[config.mk]
export PLATFORM = sky130hd
export DESIGN_NAME = mem_stage
export DESIGN_NICKNAME = d
export VERILOG_FILES = /design/src/rtl/mem_stage.sv
export SDC_FILE = /design/constraint.sdc
export NUM_CORES = 1
export LEC_CHECK = 0
export CAP_MARGIN = 30
export CORE_ASPECT_RATIO = 0.6
export CORE_MARGIN = 3
export CORE_UTILIZATION = 49
export CTS_BUF_LIST = sky130_fd_sc_hd__clkbuf_2
export DETAILED_ROUTE_END_ITERATION = 10
export GPL_TIMING_DRIVEN = 1
export PLACE_DENSITY_LB_ADDON = 0.08
export SLEW_MARGIN = 5
export SYNTH_ARGS = -nofsm -noshare
export SYNTH_HDL_FRONTEND = slang
export SYNTH_SLANG_ARGS = --single-unit
[constraint.sdc]
create_clock -name clk -period 6.6 [get_ports clk]
set_input_delay 0.66 -clock clk [delete_from_list [all_inputs] [get_ports clk]]
set_output_delay 0.66 -clock clk [all_outputs]
set_load 0.1 [all_outputs]
[src/rtl/mem_stage.sv]
// rtl/mem_stage.sv - MIPS memory-access stage: pipeline register, load-data hold and load extraction
module mem_stage #(
    parameter int EX_TO_MEM_WD = 81,
    parameter int MEM_TO_WB_WD = 70,
    parameter int MEM_TO_RF_WD = 38,
    parameter int STALL_WD     = 6
) (
    input  logic                    clk,
    input  logic                    rst,
    input  logic [STALL_WD-1:0]     stall,
    input  logic [EX_TO_MEM_WD-1:0] ex_to_mem_bus,
    input  logic [31:0]             data_sram_rdata,
    output logic [MEM_TO_WB_WD-1:0] mem_to_wb_bus,
    output logic [MEM_TO_RF_WD-1:0] mem_to_rf_bus
);

    logic [EX_TO_MEM_WD-1:0] bus_q;
    logic [31:0]             rdata_hold_q;
    logic                    hold_valid_q;

    logic        stall_mem;
    logic        stall_wb;
    logic        bus_holds;

    logic [4:0]  mem_op;
    logic [31:0] mem_pc;
    logic        sel_rf_res;
    logic        rf_we;
    logic [4:0]  rf_waddr;
    logic [31:0] ex_result;
    logic [1:0]  addr_lo;

    logic [31:0] rdata;
    logic [7:0]  rbyte;
    logic [15:0] rhalf;
    logic [31:0] load_data;
    logic [31:0] mem_result;

    // Byte-enable fields and unrelated stall bits are consumed upstream.
    logic unused_ok;
    assign unused_ok = ^{bus_q[43:39], stall};

    assign stall_mem = stall[3];
    assign stall_wb  = stall[4];
    assign bus_holds = stall_mem & stall_wb;

    // Execute-to-memory pipeline register: bubble when stopped but write-back drains.
    always_ff @(posedge clk) begin
        if (rst) begin
            bus_q <= '0;
        end else if (stall_mem && !stall_wb) begin
            bus_q <= '0;
        end else if (!stall_mem) begin
            bus_q <= ex_to_mem_bus;
        end
    end

    // Freeze the first-cycle SRAM data while the instruction is held, since the SRAM moves on.
    always_ff @(posedge clk) begin
        if (rst) begin
            rdata_hold_q <= '0;
            hold_valid_q <= 1'b0;
        end else if (!bus_holds) begin
            hold_valid_q <= 1'b0;
        end else if (!hold_valid_q) begin
            rdata_hold_q <= data_sram_rdata;
            hold_valid_q <= 1'b1;
        end
    end

    assign mem_op     = bus_q[80:76];
    assign mem_pc     = bus_q[75:44];
    assign sel_rf_res = bus_q[38];
    assign rf_we      = bus_q[37];
    assign rf_waddr   = bus_q[36:32];
    assign ex_result  = bus_q[31:0];
    assign addr_lo    = ex_result[1:0];

    assign rdata = hold_valid_q ? rdata_hold_q : data_sram_rdata;

    // Select the addressed byte and halfword lane; halfword ignores a[0].
    always_comb begin
        rbyte = rdata[7:0];
        case (addr_lo)
            2'd0: rbyte = rdata[7:0];
            2'd1: rbyte = rdata[15:8];
            2'd2: rbyte = rdata[23:16];
            2'd3: rbyte = rdata[31:24];
            default: rbyte = rdata[7:0];
        endcase
        rhalf = addr_lo[1] ? rdata[31:16] : rdata[15:0];
    end

    // Extend the selected lane by load type; word and non-load pass rdata through.
    always_comb begin
        load_data = rdata;
        case (mem_op)
            5'b10000: load_data = {{24{rbyte[7]}}, rbyte};
            5'b01000: load_data = {24'd0, rbyte};
            5'b00100: load_data = {{16{rhalf[15]}}, rhalf};
            5'b00010: load_data = {16'd0, rhalf};
            default:  load_data = rdata;
        endcase
    end

    assign mem_result = sel_rf_res ? load_data : ex_result;

    assign mem_to_wb_bus = {mem_pc, rf_we, rf_waddr, mem_result};
    assign mem_to_rf_bus = {rf_we, rf_waddr, mem_result};

endmodule
==> qor.yml <==
timing:
  setup_viol: 0
  skew_ps: 30.8
  slew_headroom_pct: 33.0
  finalCritPeriodShare_pct: 80.4
  hold_viol: 0
  fmax_ghz: 0.188
  rsz0062_at_grt: "no"
  worst_slew_pin_slew_ps: 1000
  finalSetupTns_ps: 0
  drv_slew: 0
  finalCriticalPeriod_ps: 5310
worst_setup_path:
  ff2ff_path_depth: 3
  reg2reg_to: "rdata_hold_q[4]$_SDFFE_PP0P_"
  critPathKind: "reg2out"
  critPathArrivalTime_ps: 4650
  crit_fanout: 20
  cp_data_required_time_ps: 5940
  critPathMaxStageDelay_ps: 1200
  cp-start-kind: "flop"
  crit_chain: "mux2i_1 -> and3b_1 -> or4b_1 -> o21a_4 -> a31oi_1 -> clkdlybuf4s50_1"
  r2r-start: "hold_valid_q$_SDFF_PP0_"
  cp_slowest_cell: "clkdlybuf4s50_1"
  cp-end-kind: "output pin"
  r2r_setup_slack_ps: 4400
synth:
  synth_edf_count: 0
  synth-main-ff-cell: "dfxtp_1"
  seq_area_frac_synth_pct: 37.3
  syn_inst: 678
  synth_warnings: 0
  synth_top_area_share_pct: 37.3
  synth-seq-cells: 109
  synthTopCellsByArea: "dfxtp_1, mux2i_1, buf_4, nor2_1, mux2_2"
  yosysTopAreaCell: "dfxtp_1"
  ys_types: 42
  syn_avg_cell_area_um2: 8.63
  synth_area_um2: 5850
  synth_fp_nets: 799
  async_reset_ff_share_pct: 0
worst_hold_path:
  hold_depth: 2
  min-delay-start: "rdata_hold_q[18]$_SDFFE_PP0P_"
  worstHoldPathType: "reg2reg"
  hold_path_end: "rdata_hold_q[18]$_SDFFE_PP0P_"
routing:
  drt_wl_total_um: 16800
  antenna_left: 0
  drtPass1Iterations: 7
  wire_per_inst_um: 17.6
  drc: 0
  via_per_inst: 5.40
  drtIter0Drc: 459
  vias: 5146
clocking:
  cts_sinks: 109
  cts_tree: "done"
  cts_hold_buf: 0
  htree_num_levels: 3
  cts_root_buf: "clkbuf_2"
  cts_setup_buffers: 0
  path_clk_slew_ps: 310
  ctsLongestPathBuffers: 2
  insertion_delay_ps: 590
  ctsResizeCount: 0
  numCtsBuffers: 9
placement:
  placed_cell_area_um2: 7500
  dp_hpwl_um: 12600
  port_buffers: 219
  dp_cells: 935
  gp_congestion: 0.927
floorplanning:
  coreArea_um2: 11500
  initial_utilization_pct: 50.9
  ios: 229
  die_w_um: 147
  rows: 30
  dieArea_um2: 13300
  die_h_um: 90.7
cells_and_area:
  finish.utilization_pct: 66.2
  final_cell_mix: "clkdlybuf4s50_1, nor2_1, dfxtp_1"
  nets: 908
  drive_above_1_share_pct: 6.94
  layout_commonest_cell: "clkdlybuf4s50_1"
  area_growth_pct: 29.9
  post-route-cell-area_um2: 7600
  final_cells: 953
  n_fill_cell: 954
run:
  max_cap_violations: 0
grt:
  grt_max_degree: 77
  antenna_found_initial: 1
  grt_usage_pct: 24.4
  grt_pass1_vias: 4838
  grt_pass1_wl_um: 26100
  overflow: 0
pwr:
  clkPwrFrac_pct: 16.1
  pwr_density_cell_nw_per_um2: 230
  seq_power_share_pct: 41.2
  sw_frac_of_total_pct: 44.7
  peakVddDrop_v: 0.000139
  finalPower_uw: 1750
  p_leak_uw: 0.00303
  p_sw_uw: 782
  combPwrFrac_pct: 42.7
  p_int_uw: 967
run_status:
  status: "finished, final reports clean"
metrics by stage:
step / hold WS, ps / setup WS (ps)
after CTS: 507 / 1290
after detailed placement: 481 / 1870
after floorplan: 455 / 1990
final: 514 / 1290
after global placement: 469 / 1920
after global routing: 493 / 1070
synth_stat cells (2+ instances only):
cell        n
a211oi_1   14
a31oi_1     7
mux2_2     16
nand3_1     4
nor2_1    155
buf_1      12
a31oi_4     3
nor2b_1    10
and2_1      2
nand2b_1    3
buf_4      79
dfxtp_1   109
xnor2_1     2
o21a_1      7
a21oi_2     2
a41oi_1     8
o211ai_1    7
nand2_1    33
clkbuf_1   30
and3_1      2
o221ai_1    7
a31o_2      8
a21oi_1    14
o21ai_0    10
a21o_1      2
nor3_1     11
buf_2       6
mux2i_1   100
nor4_1      2
state kept, by name, indices dropped and copies added, names as in the netlist:
register	count
bus_q	76
rdata_hold_q	32
hold_valid_q	1
per-layer routing:
layer | GRT usage (%) | part of all wire, %
met1 | 34.3 | 44
met2 | 36.4 | 42
met3 | 9.08 | 12
met4 | 4.42 | 0.98
met5 | 0 | 0
how the worst max path moves through the flow:
stage	from	endpoint	slack, ps	cells after the start
5_1_grt	hold_valid_q$_SDFF_PP0_	mem_to_rf_bus[31]	1070	6
4_1_cts	hold_valid_q$_SDFF_PP0_	mem_to_rf_bus[31]	1290	6
6_report	hold_valid_q$_SDFF_PP0_	mem_to_rf_bus[31]	1290	6
3_5_place_dp	data_sram_rdata[15]	mem_to_rf_bus[31]	1870	7
3_3_place_gp	data_sram_rdata[15]	mem_to_rf_bus[31]	1920	7
2_1_floorplan	data_sram_rdata[15]	mem_to_wb_bus[16]	1990	7
layout make-up:
class / count / area, µm² / share of cell area (%)
Timing Repair Buffer: 227 / 2250 / 29.6
Antenna cell: 1 / 2.50 / 0.0329
Sequential cell: 109 / 2180 / 28.7
Clock inverter: 7 / 48.8 / 0.642
Multi-Input combinational cell: 439 / 2870 / 37.7
Inverter: 1 / 3.75 / 0.0494
Tap cell: 160 / 200 / 2.63
Clock buffer: 9 / 45.0 / 0.592
power by group through the flow:
stage          clock [µW]  sequential, µW  combinational (µW)
3_5_place_dp            0             732                 740
2_1_floorplan           0             721                 587
4_1_cts               294             720                 743
3_3_place_gp            0             729                 733
6_report              281             720                 747
5_1_grt               320             726                 777
cell families after synthesis:
kind of cell    count (synthesis)  share of synthesized area [%]
xor+xnor                        2                          0.299
buf+inv                       130                           13.9
simple gates                  227                           16.1
mux                           116                           20.2
compound gates                 94                           12.3
flops                         109                           37.3
worst max-delay path: cells and delay by family, from the launching register on:
family | cells | cell delay, ps
buf+inv | 1 | 1200
compound gates | 2 | 620
flops | 1 | 930
mux | 1 | 310
simple gates | 2 | 970
No activity file was read; power rests on OpenSTA's default activity.
